[src/rtl/bno085_report_parser_if.sv]
// Byte stream from the BNO085 bus reader: one byte per accepted cycle, with
// a start-of-packet marker on the first SHTP header byte.
interface bno085_report_parser_if;
  logic       byte_valid;
  logic [7:0] byte_data;
  logic       frame_start;

  modport master (output byte_valid, output byte_data, output frame_start);
  modport slave  (input  byte_valid, input  byte_data, input  frame_start);
endinterface

[src/rtl/bno085_report_parser.sv]
// SHTP report parser: turns the BNO085 byte stream into atomic rotation-vector
// and calibrated-gyro samples with one-cycle valid pulses.
module bno085_report_parser #(
  parameter logic [7:0] CHANNEL = 8'd3,
  parameter logic [7:0] ROT_ID  = 8'h05,
  parameter logic [7:0] GYRO_ID = 8'h02,
  parameter logic [7:0] TS_ID   = 8'hFB
) (
  input  logic                    clk,
  input  logic                    rst,
  bno085_report_parser_if.slave   bus,
  output logic                    quat_valid,
  output logic signed [15:0]      quat_w,
  output logic signed [15:0]      quat_x,
  output logic signed [15:0]      quat_y,
  output logic signed [15:0]      quat_z,
  output logic                    gyro_valid,
  output logic signed [15:0]      gyro_x,
  output logic signed [15:0]      gyro_y,
  output logic signed [15:0]      gyro_z,
  output logic [7:0]              drop_count
);

  typedef enum logic [2:0] {IDLE, HDR, REPORT_ID, BODY, SKIP} state_t;
  typedef enum logic [1:0] {K_ROT, K_GYRO, K_TS} kind_t;

  state_t             state_q, state_d;
  kind_t              kind_q, kind_d;
  logic [3:0]         cnt_q, cnt_d;
  logic [3:0]         last_q, last_d;
  logic [14:0]        rem_q, rem_d;
  logic [7:0]         len_lo_q, len_lo_d;
  logic [6:0]         len_hi_q, len_hi_d;
  logic [7:0]         chan_q, chan_d;
  logic signed [15:0] sx_q, sx_d, sy_q, sy_d, sz_q, sz_d, sw_q, sw_d;
  logic               quat_valid_q, quat_valid_d, gyro_valid_q, gyro_valid_d;
  logic signed [15:0] quat_w_q, quat_w_d, quat_x_q, quat_x_d;
  logic signed [15:0] quat_y_q, quat_y_d, quat_z_q, quat_z_d;
  logic signed [15:0] gyro_x_q, gyro_x_d, gyro_y_q, gyro_y_d, gyro_z_q, gyro_z_d;
  logic [7:0]         drop_q, drop_d;
  logic [14:0]        pkt_len;
  logic [7:0]         b;

  function automatic logic [7:0] sat_inc(input logic [7:0] v);
    return (v == 8'hFF) ? v : v + 8'd1;
  endfunction

  // Continuation bit is already stripped when the high length byte is stored.
  assign pkt_len = {len_hi_q, len_lo_q};
  assign b       = bus.byte_data;

  always_comb begin
    state_d      = state_q;
    kind_d       = kind_q;
    cnt_d        = cnt_q;
    last_d       = last_q;
    rem_d        = rem_q;
    len_lo_d     = len_lo_q;
    len_hi_d     = len_hi_q;
    chan_d       = chan_q;
    sx_d         = sx_q;
    sy_d         = sy_q;
    sz_d         = sz_q;
    sw_d         = sw_q;
    quat_valid_d = 1'b0;
    gyro_valid_d = 1'b0;
    quat_w_d     = quat_w_q;
    quat_x_d     = quat_x_q;
    quat_y_d     = quat_y_q;
    quat_z_d     = quat_z_q;
    gyro_x_d     = gyro_x_q;
    gyro_y_d     = gyro_y_q;
    gyro_z_d     = gyro_z_q;
    drop_d       = drop_q;

    if (bus.byte_valid) begin
      if (bus.frame_start) begin
        // A new packet abandons any report still being collected.
        if (state_q == BODY && kind_q != K_TS) drop_d = sat_inc(drop_q);
        len_lo_d = b;
        cnt_d    = 4'd1;
        state_d  = HDR;
      end else begin
        case (state_q)
          HDR: begin
            case (cnt_q)
              4'd1: begin
                len_hi_d = b[6:0];
                cnt_d    = 4'd2;
              end
              4'd2: begin
                chan_d = b;
                cnt_d  = 4'd3;
              end
              default: begin
                cnt_d = 4'd0;
                rem_d = pkt_len - 15'd4;
                if (pkt_len < 15'd5)        state_d = IDLE;
                else if (chan_q != CHANNEL) state_d = SKIP;
                else                        state_d = REPORT_ID;
              end
            endcase
          end
          REPORT_ID: begin
            rem_d = rem_q - 15'd1;
            cnt_d = 4'd1;
            if (b == ROT_ID || b == GYRO_ID || b == TS_ID) begin
              if (b == ROT_ID) begin
                kind_d = K_ROT;
                last_d = 4'd13;
              end else if (b == GYRO_ID) begin
                kind_d = K_GYRO;
                last_d = 4'd9;
              end else begin
                kind_d = K_TS;
                last_d = 4'd4;
              end
              if (rem_q == 15'd1) begin
                if (b != TS_ID) drop_d = sat_inc(drop_q);
                state_d = IDLE;
              end else begin
                state_d = BODY;
              end
            end else begin
              drop_d  = sat_inc(drop_q);
              state_d = (rem_q == 15'd1) ? IDLE : SKIP;
            end
          end
          BODY: begin
            rem_d = rem_q - 15'd1;
            cnt_d = cnt_q + 4'd1;
            case (cnt_q)
              4'd4:    sx_d[7:0]  = b;
              4'd5:    sx_d[15:8] = b;
              4'd6:    sy_d[7:0]  = b;
              4'd7:    sy_d[15:8] = b;
              4'd8:    sz_d[7:0]  = b;
              4'd9:    sz_d[15:8] = b;
              4'd10:   sw_d[7:0]  = b;
              4'd11:   sw_d[15:8] = b;
              default: ;
            endcase
            if (cnt_q == last_q) begin
              // Commit from the next-shadow values so the final field byte lands too.
              if (kind_q == K_ROT) begin
                quat_x_d     = sx_d;
                quat_y_d     = sy_d;
                quat_z_d     = sz_d;
                quat_w_d     = sw_d;
                quat_valid_d = 1'b1;
              end else if (kind_q == K_GYRO) begin
                gyro_x_d     = sx_d;
                gyro_y_d     = sy_d;
                gyro_z_d     = sz_d;
                gyro_valid_d = 1'b1;
              end
              state_d = (rem_q == 15'd1) ? IDLE : REPORT_ID;
            end else if (rem_q == 15'd1) begin
              if (kind_q != K_TS) drop_d = sat_inc(drop_q);
              state_d = IDLE;
            end
          end
          SKIP: begin
            rem_d = rem_q - 15'd1;
            if (rem_q == 15'd1) state_d = IDLE;
          end
          default: ;
        endcase
      end
    end
  end

  always_ff @(posedge clk or posedge rst) begin
    if (rst) begin
      state_q      <= IDLE;
      kind_q       <= K_ROT;
      cnt_q        <= '0;
      last_q       <= '0;
      rem_q        <= '0;
      len_lo_q     <= '0;
      len_hi_q     <= '0;
      chan_q       <= '0;
      sx_q         <= '0;
      sy_q         <= '0;
      sz_q         <= '0;
      sw_q         <= '0;
      quat_valid_q <= 1'b0;
      gyro_valid_q <= 1'b0;
      quat_w_q     <= '0;
      quat_x_q     <= '0;
      quat_y_q     <= '0;
      quat_z_q     <= '0;
      gyro_x_q     <= '0;
      gyro_y_q     <= '0;
      gyro_z_q     <= '0;
      drop_q       <= '0;
    end else begin
      state_q      <= state_d;
      kind_q       <= kind_d;
      cnt_q        <= cnt_d;
      last_q       <= last_d;
      rem_q        <= rem_d;
      len_lo_q     <= len_lo_d;
      len_hi_q     <= len_hi_d;
      chan_q       <= chan_d;
      sx_q         <= sx_d;
      sy_q         <= sy_d;
      sz_q         <= sz_d;
      sw_q         <= sw_d;
      quat_valid_q <= quat_valid_d;
      gyro_valid_q <= gyro_valid_d;
      quat_w_q     <= quat_w_d;
      quat_x_q     <= quat_x_d;
      quat_y_q     <= quat_y_d;
      quat_z_q     <= quat_z_d;
      gyro_x_q     <= gyro_x_d;
      gyro_y_q     <= gyro_y_d;
      gyro_z_q     <= gyro_z_d;
      drop_q       <= drop_d;
    end
  end

  assign quat_valid = quat_valid_q;
  assign quat_w     = quat_w_q;
  assign quat_x     = quat_x_q;
  assign quat_y     = quat_y_q;
  assign quat_z     = quat_z_q;
  assign gyro_valid = gyro_valid_q;
  assign gyro_x     = gyro_x_q;
  assign gyro_y     = gyro_y_q;
  assign gyro_z     = gyro_z_q;
  assign drop_count = drop_q;

endmodule
[src/flat_wrapper.sv]
// flat-port wrapper written by rule: the top's interface ports become plain ports
module bno085_report_parser_flat 
#(
  parameter logic [7:0] CHANNEL = 8'd3,
  parameter logic [7:0] ROT_ID  = 8'h05,
  parameter logic [7:0] GYRO_ID = 8'h02,
  parameter logic [7:0] TS_ID   = 8'hFB
)
  (clk, rst, quat_valid, quat_w, quat_x, quat_y, quat_z, gyro_valid, gyro_x, gyro_y, gyro_z, drop_count, bus_byte_valid, bus_byte_data, bus_frame_start);
  bno085_report_parser_if bus_i ();
  input  logic clk;
  input  logic rst;
  output logic quat_valid;
  output logic signed [15:0] quat_w;
  output logic signed [15:0] quat_x;
  output logic signed [15:0] quat_y;
  output logic signed [15:0] quat_z;
  output logic gyro_valid;
  output logic signed [15:0] gyro_x;
  output logic signed [15:0] gyro_y;
  output logic signed [15:0] gyro_z;
  output logic [7:0] drop_count;
  input wire logic [$bits(bus_i.byte_valid)-1:0] bus_byte_valid;
  input wire logic [$bits(bus_i.byte_data)-1:0] bus_byte_data;
  input wire logic [$bits(bus_i.frame_start)-1:0] bus_frame_start;
  assign bus_i.byte_valid = bus_byte_valid;
  assign bus_i.byte_data = bus_byte_data;
  assign bus_i.frame_start = bus_frame_start;
  bno085_report_parser #(.CHANNEL(CHANNEL), .ROT_ID(ROT_ID), .GYRO_ID(GYRO_ID), .TS_ID(TS_ID)) u_core (.clk(clk), .rst(rst), .bus(bus_i), .quat_valid(quat_valid), .quat_w(quat_w), .quat_x(quat_x), .quat_y(quat_y), .quat_z(quat_z), .gyro_valid(gyro_valid), .gyro_x(gyro_x), .gyro_y(gyro_y), .gyro_z(gyro_z), .drop_count(drop_count));
endmodule
[config.mk]
export PLATFORM = sky130hd
export DESIGN_NAME = bno085_report_parser_flat
export DESIGN_NICKNAME = d
export VERILOG_FILES = /design/src/rtl/bno085_report_parser_if.sv /design/src/rtl/bno085_report_parser.sv /design/src/flat_wrapper.sv
export SDC_FILE = /design/constraint.sdc
export NUM_CORES = 1
export LEC_CHECK = 0
export CORE_MARGIN = 5
export CORE_UTILIZATION = 50
export DETAILED_ROUTE_END_ITERATION = 8
export PLACE_DENSITY_LB_ADDON = 0.12
export SKIP_LAST_GASP = 1
export SLEW_MARGIN = 0
export SYNTH_ARGS = -nofsm -noshare
export SYNTH_HDL_FRONTEND = slang
export SYNTH_SLANG_ARGS = --single-unit
[constraint.sdc]
create_clock -name clk -period 10.36 [get_ports clk]
set_input_delay 1.554 -clock clk [delete_from_list [all_inputs] [get_ports clk]]
set_output_delay 1.554 -clock clk [all_outputs]
set_load 0.05 [all_outputs]
==> results.sh, run 1 <==
export IMPL_outcome="complete, no violations"
export IMPL_gp_congestion=0.8326
export IMPL_yosysWarnings=0
export IMPL_final_layout_size_suffix_gt1_share_pct=14.02
export IMPL_hpwl_mm=15.75
export IMPL_yosys_area_top_type_share_pct=56.83
export IMPL_startpoint="bus_byte_data[5]"
export IMPL_p_int_mw=1.754
export IMPL_yosysSeqAreaShare_pct=56.83
export IMPL_grt_max_degree=130
export IMPL_cts_tree="built"
export IMPL_grt_use_met3_pct=3.569
export IMPL_antennaDiodeCount=0
export IMPL_slew_headroom_pct=25.66
export IMPL_totalPowerFinal_mw=2.406
export IMPL_synthMuxAreaShare_pct=15.77
export IMPL_synth_top_family_by_area="multiplexers"
export IMPL_grt_pass1_wl_mm=39.31
export IMPL_clockBufferDepth=3
export IMPL_busiest_layer="met2"
export IMPL_skew_ns=0.01392
export IMPL_worst_slew_pin_slew_ns=1.115
export IMPL_peakVddDrop_v=0.0001242
export IMPL_cts_clk_slew_worst_paths_ns=0.06
export IMPL_drt_iter0_drc=367
export IMPL_clkPwrFrac_pct=40.5
export IMPL_yosys_area_top_type="dfrtp_1"
export IMPL_grt_pass1_vias=7255
export IMPL_ys_seq_elements=235
export IMPL_fin_crit_sh_pct=37.30
export IMPL_cts_sinks=235
export IMPL_arrival_ns=4.26
export IMPL_start_kind="input pin"
export IMPL_timing_fmax_mhz=258.8
export IMPL_hold_viol_final=0
export IMPL_p_comb_share_pct=14.5
export IMPL_setup_tns_ns=0
export IMPL_min_path_type="reg2reg"
export IMPL_end_kind="flop"
export IMPL_antenna_left=0
export IMPL_start_util_pct=50.98
export IMPL_r2r_start="u_core.cnt_q[0]$_DFFE_PP0P_"
export IMPL_firstDrtPassIters=5
export IMPL_use_met1_pct=28.55
export IMPL_cts_resized_gates=0
export IMPL_final_util_pct=62.94
export IMPL_cts_max_level=1
export IMPL_path_class="in2reg"
export IMPL_io_pins=134
export IMPL_post_cts_buffers=0
export IMPL_hold_start="u_core.gyro_x[15]$_DFFE_PP0P_"
export IMPL_netSwitchingFraction_pct=27.12
export IMPL_setup_viol=0
export IMPL_antenna_found_initial=0
export IMPL_yosys_area_share_adder_pct=0.9672
export IMPL_yosysUniqueCellTypes=55
export IMPL_die_h_um=153.9
export IMPL_p_leak_nw=6.058
export IMPL_async_reset_ff_share_pct=100.0
export IMPL_p_per_area_nw_per_um2=188.3
export IMPL_synth_compound_area_share_pct=11.11
export IMPL_cts_hold_buf=0
export IMPL_synthSimpleGateAreaFrac_pct=10.97
export IMPL_syn_cell_area_um2=10350
export IMPL_p_seq_share_pct=45.0
export IMPL_final_min_clock_period_ns=3.864
export IMPL_cp_required_ns=10.76
export IMPL_fp_dieW_um=153.9
export IMPL_post_synth_inst_count=943
export IMPL_io_buffers=133
export IMPL_routed_wl_mm=24.01
export IMPL_switching_power_mw=0.6524
export IMPL_synthTopCellsByArea="dfrtp_1 (57%), mux2_2 (9.6%), o21ai_0 (6.7%)"
export IMPL_maxCapViolations=0
export IMPL_insertion_delay_ns=0.51
export IMPL_drv_slew=0
export IMPL_pre_cts_slack_ns=6.014
export IMPL_vias_per_cell=5.426
export IMPL_grt_overflow_total=0
export IMPL_dr_total_vias=7271
export IMPL_synth_edf_count=0
export IMPL_rsz0062_at_grt="no"
export IMPL_std_cell_rows=52
export IMPL_fin_nets=1071
export IMPL_core_area_um2=20300
export IMPL_syn_num_nets=963
export IMPL_critical_path_peak_fanout=21
export IMPL_grt_total_usage_pct=20.11
export IMPL_grt_util_met2_pct=32.38
export IMPL_drc_errors=0
export IMPL_synth_xor_area_share_pct=1.523
export IMPL_cts_inserted_buffers=26
export IMPL_clockRootBuffer="clkbuf_16"
export IMPL_syn_avg_cell_area_um2=10.97
export IMPL_die_area_um2=23670
export IMPL_syn2layout_area_growth_pct=23.47
export IMPL_wire_per_inst_um=17.92
export IMPL_synth_main_ff_cell="dfrtp_1"
export IMPL_finalWorstSetupSlack_ns=6.496
==> layout make-up <==
cell class | instances | area [um^2]
timing repair buffer | 139 | 1376
clock inverter | 10 | 153.9
inverter | 16 | 67.56
clock buffer | 37 | 773.2
multi-input combinational | 633 | 4188
fill | 1729 | 7522
tap | 270 | 337.8
sequential | 235 | 5881
==> layout by cell type (no fill, tap or decap), drive strengths merged, types with 10 or more instances in the layout <==
cell	n
xnor2	10
clkdlybuf4s50	133
nand3	17
a21oi	25
nor3	12
clkbuf	37
nor2	26
o21ai	139
mux2i	64
dfrtp	235
mux2	88
inv	16
nand2	149
==> logic make-up (layout without fill, tap and decap cells) <==
family,Yosys count,after routing
AND/OR/NAND/NOR,249,249
AO/OA/AOI/OAI,206,206
buffers and inverters,75,202
XOR/XNOR,18,18
multiplexers,152,152
adder cells (fa/ha/maj),8,8
flip-flops,235,235
==> synthesized netlist by cell type (5+ instances only) <==
cell type and n:
nand2_1 149, ha_1 8, o21ai_0 138, dfrtp_1 235, nor4_1 6, nor2_1 25
mux2_2 88, a21oi_1 24, and3_1 5, nor2b_1 6, mux2i_1 64, clkbuf_1 50
o211ai_1 6, xor2_1 8, inv_1 16, nor3_1 12, nand3_1 17, xnor2_1 10
buf_2 7, o22ai_1 6
==> worst max-delay path, cell delays in order <==
cell and delay (ns):
clkdlybuf4s50_1 0.93, and4_1 0.49, and4_1 0.24, o31a_1 0.26, a21oi_2 0.32, o21ai_1 0.16
mux2_2 0.31
==> metrics by stage <==
step	hold slack (ns)	instances	cell area (um^2)
after floorplan	0.4701	943	10350
after global placement	0.4605	1293	11850
after detailed placement	0.4691	1293	11850
after CTS	0.4818	1340	12780
after global routing	0.4950	1340	12780
final	0.4766	1340	12780
==> power by group through the flow <==
stage / Combinational (mW) / Clock, mW / Sequential (mW)
2_1_floorplan: 0.242 / 0 / 1.10
3_3_place_gp: 0.344 / 0 / 1.09
3_5_place_dp: 0.349 / 0 / 1.09
4_1_cts: 0.351 / 0.997 / 1.08
5_1_grt: 0.388 / 1.03 / 1.09
6_report: 0.348 / 0.974 / 1.08
==> per-layer routing <==
layer / vias up / share of wire, % / wire, um
li1: 3531 / - / -
met1: 3544 / 47 / 11180
met3: 38 / 4.7 / 1134
met2: 158 / 46 / 11150
met4: 0 / 2.3 / 543
met5: - / 0 / 0
==> worst paths after layout <==
kind | end | slack [ns] | cells after the start
worst max-delay path | u_core.drop_count[1]$_DFFE_PP0P_ | 6.50 | 7
worst min-delay path | u_core.gyro_x[15]$_DFFE_PP0P_ | 0.48 | 2
worst max register to register | u_core.quat_y[14]$_DFFE_PP0P_ | 7.88 | 6
worst min register to register | u_core.gyro_x[15]$_DFFE_PP0P_ | 0.48 | 2
max in group asynchronous | u_core.sy_q[11]$_DFFE_PP0P_ | 7.36 | 3
min in group asynchronous | u_core.quat_valid$_DFF_PP0_ | 1.55 | 2
Note: power is estimated with default switching activity, not from simulation.
==> inputs of run 2 (changes only) <==
clock period = 3.7 ns   (was 10.36 ns; I/O delays follow)
==> run 2 against run 1 <==
  * Highest routed layer unchanged
  * Critical path type is now reg2reg
  * Die area did not move
  * Final area barely moved
  * Largest power group unchanged
  * Clock-buffer cell count fell by 1
  * Non-clock buffer count rose by 10
  * Register-to-register slack got worse by 6.6 ns
==> results.sh, run 2 (synthesis results as in run 1) <==
export IMPL_dr_total_vias=7289
export IMPL_end_kind="flop"
export IMPL_routed_wl_mm=23.69
export IMPL_final_layout_size_suffix_gt1_share_pct=14.41
export IMPL_fin_nets=1080
export IMPL_final_cell_mix="dfrtp_1 (235), nand2_1 (147), o21ai_0 (138)"
export IMPL_skew_ns=0.009573
export IMPL_gp_congestion=0.8332
export IMPL_antenna_left=0
export IMPL_grt_pass1_wl_mm=38.83
export IMPL_outcome="complete, no violations"
export IMPL_firstDrtPassIters=4
export IMPL_grt_pass1_vias=7024
export IMPL_arrival_ns=2.79
export IMPL_critical_path_peak_fanout=22
export IMPL_drt_iter0_drc=299
export IMPL_vias_per_cell=5.415
export IMPL_std_cell_rows=52
export IMPL_die_h_um=153.9
export IMPL_crit_path_cell_trace="inv_1 > ha_1 > o21ai_0 > nand3_1 > a21oi_1 > buf_4 > o21ai_0 > a22o_1"
export IMPL_setup_tns_ns=0
export IMPL_start_util_pct=50.98
export IMPL_worst_slew_pin_slew_ns=0.7563
export IMPL_cts_clk_slew_worst_paths_ns=0.06
export IMPL_p_leak_nw=6.062
export IMPL_cp_required_ns=4.10
export IMPL_placed_area_um2=11970
export IMPL_hold_ws_ns=0.4754
export IMPL_rsz0062_at_grt="no"
export IMPL_io_buffers=133
export IMPL_post_cts_buffers=0
export IMPL_p_per_area_nw_per_um2=502.7
export IMPL_drv_slew=0
export IMPL_hold_viol_final=0
export IMPL_final_util_pct=62.88
export IMPL_layout_commonest_cell="dfrtp_1"
export IMPL_syn2layout_area_growth_pct=23.35
export IMPL_cts_sinks=235
export IMPL_io_pins=134
export IMPL_setup_viol=0
export IMPL_cp_top_family="compound AO/OA/AOI/OAI gates"
export IMPL_insertion_delay_ns=0.51
export IMPL_cts_hold_buf=0
export IMPL_path_class="reg2reg"
export IMPL_start_kind="flop"
export IMPL_min_path_type="reg2reg"
export IMPL_peakVddDrop_v=0.0003847
export IMPL_hpwl_mm=15.78
export IMPL_antenna_found_initial=0
export IMPL_crit_buf_inv=2
export IMPL_maxCapViolations=0
export IMPL_clockRootBuffer="clkbuf_16"
export IMPL_crit_top_cell="o21ai_0"
export IMPL_grt_max_degree=128
export IMPL_drc_errors=0
export IMPL_die_area_um2=23670
export IMPL_final_min_clock_period_ns=2.394
export IMPL_clockBufferDepth=3
export IMPL_core_area_um2=20300
export IMPL_cts_inserted_buffers=25
export IMPL_cts_resized_gates=0
export IMPL_fin_crit_sh_pct=64.69
export IMPL_antennaDiodeCount=0
export IMPL_slowest_stage="dfrtp_1"
export IMPL_totalPowerFinal_mw=6.417
export IMPL_cts_max_level=1
export IMPL_slowest_delay_ns=0.48
export IMPL_fp_dieW_um=153.9
export IMPL_timing_fmax_mhz=417.8
export IMPL_design_area_um2=12760
export IMPL_grt_total_usage_pct=19.86
export IMPL_wire_per_inst_um=17.60
export IMPL_grt_overflow_total=0
export IMPL_slew_headroom_pct=49.46
export IMPL_cts_tree="built"
==> run 2: path summary, 6_finish.rpt <==
path / cells after the start / slack, ns / from / end
hold / removal: 2 / 0.48 / u_core.gyro_x[6]$_DFFE_PP0P_ / u_core.gyro_x[6]$_DFFE_PP0P_
setup reg to reg: 8 / 1.31 / u_core.cnt_q[0]$_DFFE_PP0P_ / u_core.rem_q[6]$_DFFE_PP0P_
setup / recovery: 8 / 1.31 / u_core.cnt_q[0]$_DFFE_PP0P_ / u_core.rem_q[6]$_DFFE_PP0P_
min in group asynchronous: 3 / 0.60 / rst / u_core.quat_x[12]$_DFFE_PP0P_
hold reg to reg: 2 / 0.48 / u_core.gyro_x[6]$_DFFE_PP0P_ / u_core.gyro_x[6]$_DFFE_PP0P_
max in group asynchronous: 3 / 2.66 / rst / u_core.drop_count[1]$_DFFE_PP0P_
==> run 2: power breakdown <==
part | internal (mW) | total [mW] | switching [mW]
logic | 0.404 | 0.985 | 0.581
clock network | 1.44 | 2.40 | 0.958
registers | 2.79 | 3.03 | 0.245
==> run 2: worst reg2reg max path, stage by stage (launching register included) <==
cell	delay (ns)
dfrtp_1	0.48
inv_1	0.13
ha_1	0.31
o21ai_0	0.27
nand3_1	0.14
a21oi_1	0.26
buf_4	0.31
o21ai_0	0.15
a22o_1	0.25
==> run 2: area by class of cell <==
cell class	instances	area, um^2
timing repair buffer	149	1501
tap	270	337.8
clock inverter	7	60.06
inverter	16	63.81
sequential	235	5881
clock buffer	36	737.0
multi-input combinational	633	4184
fill	1705	7535
==> run 2: metal layers <==
layer	wire (um)	global-route usage [%]
met4	430	3.995
met1	11290	29.24
met2	10910	31.63
met5	0	0
met3	1059	3.120
==> run 2: through the flow <==
| step | std cells | setup WS, ns |
|---|---|---|
| 2_1_floorplan | 943 | 0.06711 |
| 3_3_place_gp | 1303 | 0.9192 |
| 3_5_place_dp | 1303 | 0.8543 |
| 4_1_cts | 1346 | 1.310 |
| 5_1_grt | 1346 | 1.077 |
| 6_report | 1346 | 1.306 |
==> inputs of run 3 (changes only) <==
clock period = 2.2 ns   (was 3.7 ns; I/O delays follow)
==> run 3 against run 2 <==
  * Clock skew about the same
  * Cell count increased by 4.7%
  * Routed wire length rose by 3.8%
  * Setup slack worse by 1.2 ns
  * Global-route usage increased by 0.72 points
  * Via count up 3.7%
==> results.sh, run 3 (synthesis results as in run 1) <==
export IMPL_outcome="complete, no violations"
export IMPL_die_h_um=153.9
export IMPL_vias_per_cell=5.363
export IMPL_hpwl_mm=17.02
export IMPL_final_cell_mix="dfrtp_1 (234), nand2_1 (147), o21ai_0 (137)"
export IMPL_drc_errors=0
export IMPL_critical_path_peak_fanout=6
export IMPL_grt_overflow_total=0
export IMPL_dr_total_vias=7556
export IMPL_placed_area_um2=12590
export IMPL_finalWorstSetupSlack_ns=0.07804
export IMPL_core_area_um2=20300
export IMPL_end_kind="flop"
export IMPL_pre_cts_slack_ns=-0.1284
export IMPL_p_per_area_nw_per_um2=832.4
export IMPL_cp_required_ns=2.65
export IMPL_cts_hold_buf=0
export IMPL_grt_pass1_vias=7567
export IMPL_clockRootBuffer="clkbuf_16"
export IMPL_final_layout_size_suffix_gt1_share_pct=19.32
export IMPL_cts_sinks=235
export IMPL_wire_per_inst_um=17.45
export IMPL_maxCapViolations=0
export IMPL_totalPowerFinal_mw=11.18
export IMPL_design_area_um2=13440
export IMPL_peakVddDrop_v=0.0007406
export IMPL_p_leak_nw=6.451
export IMPL_die_area_um2=23670
export IMPL_routed_wl_mm=24.58
export IMPL_drt_iter0_drc=340
export IMPL_timing_fmax_mhz=471.3
export IMPL_post_cts_buffers=0
export IMPL_grt_pass1_wl_mm=40.27
export IMPL_hold_viol_final=0
export IMPL_layout_commonest_cell="dfrtp_1"
export IMPL_cts_clk_slew_worst_paths_ns=0.06
export IMPL_cts_tree="built"
export IMPL_cts_inserted_buffers=25
export IMPL_fin_crit_sh_pct=96.45
export IMPL_start_kind="flop"
export IMPL_slowest_stage="or4_4"
export IMPL_drv_slew=0
export IMPL_crit_path_cell_trace="or4_4 > or3_4 > or4_4 > nand2_1 > a21oi_1 > a21oi_1"
export IMPL_final_min_clock_period_ns=2.122
export IMPL_antennaDiodeCount=0
export IMPL_start_util_pct=50.98
export IMPL_fp_dieW_um=153.9
export IMPL_grt_total_usage_pct=20.58
export IMPL_grt_max_degree=77
export IMPL_worst_slew_pin_slew_ns=0.5892
export IMPL_setup_viol=0
export IMPL_slew_headroom_pct=60.60
export IMPL_antenna_found_initial=0
export IMPL_skew_ns=0.009280
export IMPL_fin_nets=1141
export IMPL_std_cell_rows=52
export IMPL_arrival_ns=2.57
export IMPL_cts_max_level=1
export IMPL_slowest_delay_ns=0.55
export IMPL_rsz0062_at_grt="yes"
export IMPL_firstDrtPassIters=4
export IMPL_io_pins=134
export IMPL_path_class="reg2reg"
export IMPL_io_buffers=133
export IMPL_syn2layout_area_growth_pct=29.83
export IMPL_antenna_left=0
export IMPL_insertion_delay_ns=0.53
export IMPL_gp_congestion=0.8728
export IMPL_min_path_type="in2async"
export IMPL_clockBufferDepth=3
==> run 3: cell count changes in the layout (fill, tap and decap cells not counted), sizes merged <==
cell,change
buf,+61
bufinv,+1
inv,+1
==> run 3: final cells by class <==
type / instances / area, um^2
Tap cell: 270 / 337.8
Clock buffer: 36 / 716.9
Multi-Input combinational cell: 633 / 4203
Timing Repair Buffer: 210 / 2122
Fill cell: 1655 / 6864
Sequential cell: 235 / 5882
Clock inverter: 9 / 110.1
Inverter: 16 / 63.81
==> run 3: layer usage <==
layer | GRT usage [%] | vias up | wire [um]
li1 | - | 3672 | -
met1 | 29.29 | 3709 | 11420
met2 | 33.65 | 150 | 11640
met3 | 3.682 | 25 | 1211
met4 | 3.995 | 0 | 312
met5 | 0 | - | 0
==> run 3: repair_timing <==
| action | CTS | global route |
|---|---|---|
| endpoints found under the hold margin | 0 | 0 |
| endpoints found under the setup margin | 0 | 12 |
| gates resized for setup | 0 | 5 |
==> run 3: where the power goes <==
group | switching, mW | internal (mW) | total, mW
Clock | 1.72 | 2.51 | 4.23
Combinational | 1.04 | 0.828 | 1.87
Sequential | 0.395 | 4.69 | 5.08
Total | 3.16 | 8.02 | 11.2
==> run 3: final timing paths <==
check / startpoint / endpoint / slack (ns) / cells past startpoint
worst max-delay path: u_core.rem_q[0]$_DFFE_PP0P_ / u_core.rem_q[11]$_DFFE_PP0P_ / 0.08 / 6
worst min-delay path: rst / u_core.sx_q[13]$_DFFE_PP0P_ / 0.35 / 3
worst max register to register: u_core.rem_q[0]$_DFFE_PP0P_ / u_core.rem_q[11]$_DFFE_PP0P_ / 0.08 / 6
worst min register to register: u_core.gyro_x[14]$_DFFE_PP0P_ / u_core.gyro_x[14]$_DFFE_PP0P_ / 0.47 / 2
max in group asynchronous: rst / u_core.quat_y[14]$_DFFE_PP0P_ / 1.47 / 3
min in group clk: u_core.gyro_x[14]$_DFFE_PP0P_ / u_core.gyro_x[14]$_DFFE_PP0P_ / 0.47 / 2
==> run 3: worst max-delay path: cells and delay by family, from the launching register on <==
kind               cells  cell delay (ns)
AOI/OAI and AO/OA      2             0.17
DFF                    1             0.45
and+or+nand+nor        4             1.44
==> run 3: through the flow <==
step | utilization [%] | setup TNS (ns) | hold slack [ns] | cells
detailed placement | 62.01 | -0.7466 | 0.4690 | 1364
global route | 66.19 | -0.007876 | 0.3902 | 1409
global placement | 62.01 | -0.4107 | 0.4614 | 1364
finish | 66.19 | 0 | 0.3510 | 1409
floorplan | - | -283.85 | 0.4701 | 943
CTS | 66.09 | 0 | 0.3558 | 1409
